### config.mk
export PLATFORM = sky130hd
export DESIGN_NAME = conv_weight_loader
export DESIGN_NICKNAME = d
export VERILOG_FILES = /design/src/rtl/conv_weight_loader.sv
export SDC_FILE = /design/constraint.sdc
export NUM_CORES = 1
export LEC_CHECK = 0
export CORE_MARGIN = 5
export CORE_UTILIZATION = 59
export DETAILED_ROUTE_END_ITERATION = 16
export GPL_TIMING_DRIVEN = 0
export PLACE_DENSITY_LB_ADDON = 0.15
export SLEW_MARGIN = 40
export SYNTH_ARGS = -nofsm -noshare
export SYNTH_HDL_FRONTEND = slang
export SYNTH_SLANG_ARGS = --single-unit
### constraint.sdc
create_clock -name clk -period 5.25 [get_ports clk]
set_input_delay 1.05 -clock clk [delete_from_list [all_inputs] [get_ports clk]]
set_output_delay 1.05 -clock clk [all_outputs]
set_load 0.005 [all_outputs]
### src/rtl/conv_weight_loader.sv
// conv_weight_loader
// Fills the convolution weight memory from a byte stream before inference
// starts. Eighteen bytes are collected into one 9-tap kernel word of 16-bit
// little-endian parameters. Each finished word is written once through the
// memory's second port, at consecutive addresses starting from 0.
//
// Ports:
//   clk       system clock, everything on the rising edge
//   rst_n     synchronous active-low reset
//   start     one-cycle request to begin a full load (only honoured when idle)
//   in_data   stream byte
//   in_valid  in_data is valid
//   in_ready  loader accepts a byte this cycle (registered)
//   wr_en     write strobe for the weight memory write port
//   wr_addr   write address
//   wr_data   write word, tap k in bits [16k+15:16k]
//   busy      high while receiving or writing
//   done      one-cycle pulse once the last word has been written
//   word_cnt  number of words written in the current load
module conv_weight_loader #(
    parameter int WORDS   = 2576,
    parameter int PARSIZE = 16,
    parameter int TAPS    = 9,
    parameter int ADDR_W  = 12
) (
    input  logic                      clk,
    input  logic                      rst_n,
    input  logic                      start,
    input  logic [7:0]                in_data,
    input  logic                      in_valid,
    output logic                      in_ready,
    output logic                      wr_en,
    output logic [ADDR_W-1:0]         wr_addr,
    output logic [TAPS*PARSIZE-1:0]   wr_data,
    output logic                      busy,
    output logic                      done,
    output logic [ADDR_W-1:0]         word_cnt
);

    localparam int DATA_W = TAPS * PARSIZE;
    localparam int NBYTES = DATA_W / 8;
    localparam int IDX_W  = $clog2(NBYTES);
    localparam logic [IDX_W-1:0]  LAST_BYTE = IDX_W'(NBYTES - 1);
    localparam logic [ADDR_W-1:0] LAST_WORD = ADDR_W'(WORDS - 1);

    typedef enum logic [1:0] {
        IDLE,
        RECV,
        WRITE,
        DONE
    } state_t;

    state_t              state_q, state_d;
    logic                in_ready_q, in_ready_d;
    logic                wr_en_q, wr_en_d;
    logic [ADDR_W-1:0]   wr_addr_q, wr_addr_d;
    logic [DATA_W-1:0]   wr_data_q, wr_data_d;
    logic                busy_q, busy_d;
    logic                done_q, done_d;
    logic [ADDR_W-1:0]   word_cnt_q, word_cnt_d;
    logic [IDX_W-1:0]    byte_idx_q, byte_idx_d;
    logic [DATA_W-1:0]   asm_q, asm_d;

    // Next-state and next-output logic. All outputs are computed from the
    // state we are about to enter, so in_ready never depends on in_valid in
    // the same cycle. The write word is taken from the assembly register
    // including the byte arriving on the last transfer, so wr_en follows that
    // transfer by exactly one cycle. done is raised when leaving DONE, which
    // keeps busy high through the DONE cycle and drops it together with done.
    always_comb begin
        state_d    = state_q;
        in_ready_d = in_ready_q;
        wr_en_d    = 1'b0;
        wr_addr_d  = wr_addr_q;
        wr_data_d  = wr_data_q;
        busy_d     = busy_q;
        done_d     = 1'b0;
        word_cnt_d = word_cnt_q;
        byte_idx_d = byte_idx_q;
        asm_d      = asm_q;

        case (state_q)
            IDLE: begin
                if (start) begin
                    state_d    = RECV;
                    in_ready_d = 1'b1;
                    busy_d     = 1'b1;
                    byte_idx_d = '0;
                    word_cnt_d = '0;
                end
            end
            RECV: begin
                if (in_valid && in_ready_q) begin
                    asm_d[8*byte_idx_q +: 8] = in_data;
                    if (byte_idx_q == LAST_BYTE) begin
                        state_d    = WRITE;
                        in_ready_d = 1'b0;
                        wr_en_d    = 1'b1;
                        wr_addr_d  = word_cnt_q;
                        wr_data_d  = asm_d;
                    end else begin
                        byte_idx_d = byte_idx_q + IDX_W'(1);
                    end
                end
            end
            WRITE: begin
                word_cnt_d = word_cnt_q + ADDR_W'(1);
                byte_idx_d = '0;
                if (word_cnt_q == LAST_WORD) begin
                    state_d = DONE;
                end else begin
                    state_d    = RECV;
                    in_ready_d = 1'b1;
                end
            end
            DONE: begin
                state_d = IDLE;
                busy_d  = 1'b0;
                done_d  = 1'b1;
            end
            default: begin
                state_d    = IDLE;
                in_ready_d = 1'b0;
                busy_d     = 1'b0;
            end
        endcase
    end

    // State and output registers with synchronous reset. Resetting in the
    // middle of a word throws the partial word away without writing it.
    always_ff @(posedge clk) begin
        if (!rst_n) begin
            state_q    <= IDLE;
            in_ready_q <= 1'b0;
            wr_en_q    <= 1'b0;
            wr_addr_q  <= '0;
            wr_data_q  <= '0;
            busy_q     <= 1'b0;
            done_q     <= 1'b0;
            word_cnt_q <= '0;
            byte_idx_q <= '0;
            asm_q      <= '0;
        end else begin
            state_q    <= state_d;
            in_ready_q <= in_ready_d;
            wr_en_q    <= wr_en_d;
            wr_addr_q  <= wr_addr_d;
            wr_data_q  <= wr_data_d;
            busy_q     <= busy_d;
            done_q     <= done_d;
            word_cnt_q <= word_cnt_d;
            byte_idx_q <= byte_idx_d;
            asm_q      <= asm_d;
        end
    end

    assign in_ready = in_ready_q;
    assign wr_en    = wr_en_q;
    assign wr_addr  = wr_addr_q;
    assign wr_data  = wr_data_q;
    assign busy     = busy_q;
    assign done     = done_q;
    assign word_cnt = word_cnt_q;

endmodule

==> summary.txt <==
Status
  • Status: finished clean

Synth
  • Syn Area/Cell: 8.88 um2
  • Synth area leaders: dfxtp_1 47%, mux2i_1 12%, nand2_1 6.7%, o21ai_0 5.5%, a21oi_1 4.1%
  • Gate count of the mapped netlist: 1545
  • Synthesis warning total: 0
  • Top-count cell post-synth: dfxtp_1
  • Netlist cell types: 65
  • Net count after synthesis: 1562
  • Synth area leader: dfxtp_1
  • Yosys top cell area share: 47.1%
  • Post-synth top cells: 323 x dfxtp_1, 245 x nand2_1, 169 x mux2i_1, 150 x o21ai_0, 113 x a21oi_1
  • Area of the mapped netlist: 13700 um2
  • Ys flop type: dfxtp_1
  • Synth Register Bits: 323
  • Share of synthesized registers carrying an async set or reset: 0%
  • Sequential share of the synthesized area: 47.1%
  • Post-synth EDFFs: 0

Power and ir drop
  • Max VDD drop: 270 uV
  • Final Total Pwr: 4.92 mW
  • PD cells: 289 nW/um2
  • Int Power: 3.86 mW
  • Switch Pwr: 1.05 mW
  • Share of power burned in registers: 50.0%
  • Combinational power share: 2.9%
  • Clock network fraction of total power: 47.1%
  • Leak pwr: 6.58 nW
  • Sw frac: 21.4%

Detailed routing
  • Drt drc: 0
  • First drt pass iteration count: 7
  • Avg WL per Cell: 22.6 um
  • Via count: 13100
  • Starting DRT DRC Count: 1443
  • Final wirelength: 47.3 mm
  • Detail-routed via count per cell: 6.29
  • Antenna Nets Post-Route: 0

Die
  • Die Wd: 163 um
  • Die area: 26400 um2
  • Core Rows: 55
  • Initial core utilization: 60.3%
  • Die Height: 163 um
  • # IOs: 184
  • Core ar.: 22800 um2

Global routing
  • Vias in the first global route: 12500
  • First-pass GRT wire length: 72.1 mm
  • Largest net degree at the start of global routing: 15
  • Initial antenna violation count: 0
  • Total GRT Usage: 34.6%
  • Total grt overflow: 0

Clocking
  • CTS max path bufs: 3
  • TritonCTS Sinks: 323
  • CTS Buf Count: 31
  • Root Driver: clkbuf_16
  • Maximum level of the CTS H-tree: 1
  • Setup bufs post-CTS: 0
  • CTS tree: yes
  • Hold-fix buffers at CTS: 0
  • PostCTS Resize Cnt: 0
  • Worst skew pair latency: 0.56 ns
  • Clock-pin slew on the worst setup and hold paths: 0.06 ns

Placement
  • Area after DPL: 16000 um2
  • Post-DP HPWL: 34.7 mm
  • Gpl congestion: 1.01
  • # port buffers: 181

Critical path
  • Reg2Reg Capture Point: wr_data[31]
  • Critical path endpoint category: flip-flop
  • R2r setup slk: 1.20 ns
  • Crit path DAT: 4.47 ns
  • Setup crit start: byte_idx_q[0]
  • Required time worst endpoint: 5.67 ns
  • CP Max Fanout: 10
  • Startpoint types: flip-flop
  • Worst r2r path cells: 12
  • WS Path Type: reg2reg
  • CP endpoint: wr_data[31]
  • R2r startpoint: byte_idx_q[0]

Layout
  • Synth-to-Final Area Change: 23.8%
  • Proportion of layout cells with a drive suffix above 1: 5.79%
  • Final instance area: 17000 um2
  • Fill cells: 1781
  • Sequential Area: 6470 um2
  • Antenna cells: 0
  • Area of the multi-input gates: 6690 um2
  • Nets: 1777

STA
  • Minimum clock period after layout: 4.05 ns
  • Clock skew: 0.00759 ns
  • Setup TNS: 0 ns
  • Final Hold Viols: 0
  • FMAX: 247 MHz
  • Pins Over Slew Limit: 0
  • Final setup viols: 0
  • Final Hold Slack: 0.452 ns
  • Pin slew with the least headroom to its limit: 0.894 ns
  • RSZ-0062 raised after global routing: false
  • Max_slew headroom: 40.2%
  • Fin crit share: 77.1%

Hold path
  • HP Class: reg2reg
  • Hold path cells: 2

Run
  • Max Cap Viol: 0
==> worst max-delay path: stages (launching register included) <==
cell      delay, ns
dfxtp_1        0.39
buf_6          0.15
buf_2          0.21
inv_1          0.11
ha_1           0.22
clkbuf_1       0.23
nor3b_1        0.21
ha_1           0.35
clkbuf_1       0.36
nor4bb_1       0.60
nand3_1        0.53
mux2i_1        0.41
a21oi_1        0.12
==> registers in the layout, indices dropped and copies added, names as in the netlist <==
register,flops
wr_data,144
asm_q,144
done,1
wr_en,1
word_cnt,12
byte_idx_q,5
in_ready,1
state_q,2
busy,1
wr_addr,12
==> cell type report <==
cell class                 instances  share of cell area, %
multi-input combinational       1075                   39.4
clock buffer                      41                   5.02
inverter                          13                  0.287
timing repair buffer             182                   10.7
tap                              313                   2.30
clock inverter                    11                   1.08
buffer                           134                   3.21
sequential                       323                   38.0
==> stage by stage <==
stage | setup slack, ns | utilization [%] | instances
6_report | 1.20 | 74.6 | 2092
5_1_grt | 1.04 | 74.6 | 2092
4_1_cts | 1.32 | 74.6 | 2092
3_5_place_dp | 1.15 | 70.0 | 2040
3_3_place_gp | 1.12 | 69.9 | 2039
2_1_floorplan | 2.27 | - | 1545
==> power by group through the flow <==
| stage | combinational (mW) | sequential, mW | clock (mW) |
|---|---|---|---|
| 3_5_place_dp | 0.136 | 2.51 | 0 |
| 2_1_floorplan | 0.0753 | 2.51 | 0 |
| 5_1_grt | 0.149 | 2.46 | 2.42 |
| 4_1_cts | 0.137 | 2.46 | 2.32 |
| 6_report | 0.142 | 2.46 | 2.32 |
| 3_3_place_gp | 0.134 | 2.51 | 0 |
==> layout by cell type (no fill, tap or decap), types with 27 or more instances in the layout <==
| cell type | count |
|---|---|
| dfxtp_1 | 323 |
| nand2_1 | 245 |
| clkdlybuf4s50_1 | 181 |
| mux2i_1 | 169 |
| o21ai_0 | 150 |
| a21oi_1 | 113 |
| clkbuf_1 | 103 |
| nor2_1 | 67 |
| a211oi_1 | 65 |
| a311oi_1 | 47 |
| nand3_1 | 36 |
| clkbuf_16 | 31 |
| a31oi_1 | 27 |
==> layer usage <==
layer | part of all wire, % | wire length, um | vias up | GRT usage, %
met5 | 0 | 0 | - | 0
met4 | 4.0 | 1880 | 0 | 12.2
met3 | 11 | 5130 | 152 | 7.54
met2 | 44 | 20800 | 738 | 54.0
met1 | 41 | 19400 | 6264 | 47.7
li1 | - | - | 5995 | -
==> worst min path at each step <==
stage	end	startpoint
after global routing	asm_q[98]	asm_q[98]
after global placement	wr_data[124]	asm_q[124]
final	wr_data[120]	wr_data[120]
after floorplan	wr_data[72]	asm_q[72]
after detailed placement	asm_q[99]	asm_q[99]
after CTS	wr_data[88]	asm_q[88]
==> kinds of logic after synthesis <==
family	after synthesis	synth area share (%)
flip-flops	323	47.1
adder cells (fa/ha/maj)	5	0.456
buffers and inverters	147	4.33
AND/OR/NAND/NOR	470	16.6
multiplexers	172	12.6
AO/OA/AOI/OAI	424	18.7
XOR/XNOR	4	0.255
Power figures use the tool's default switching activity.
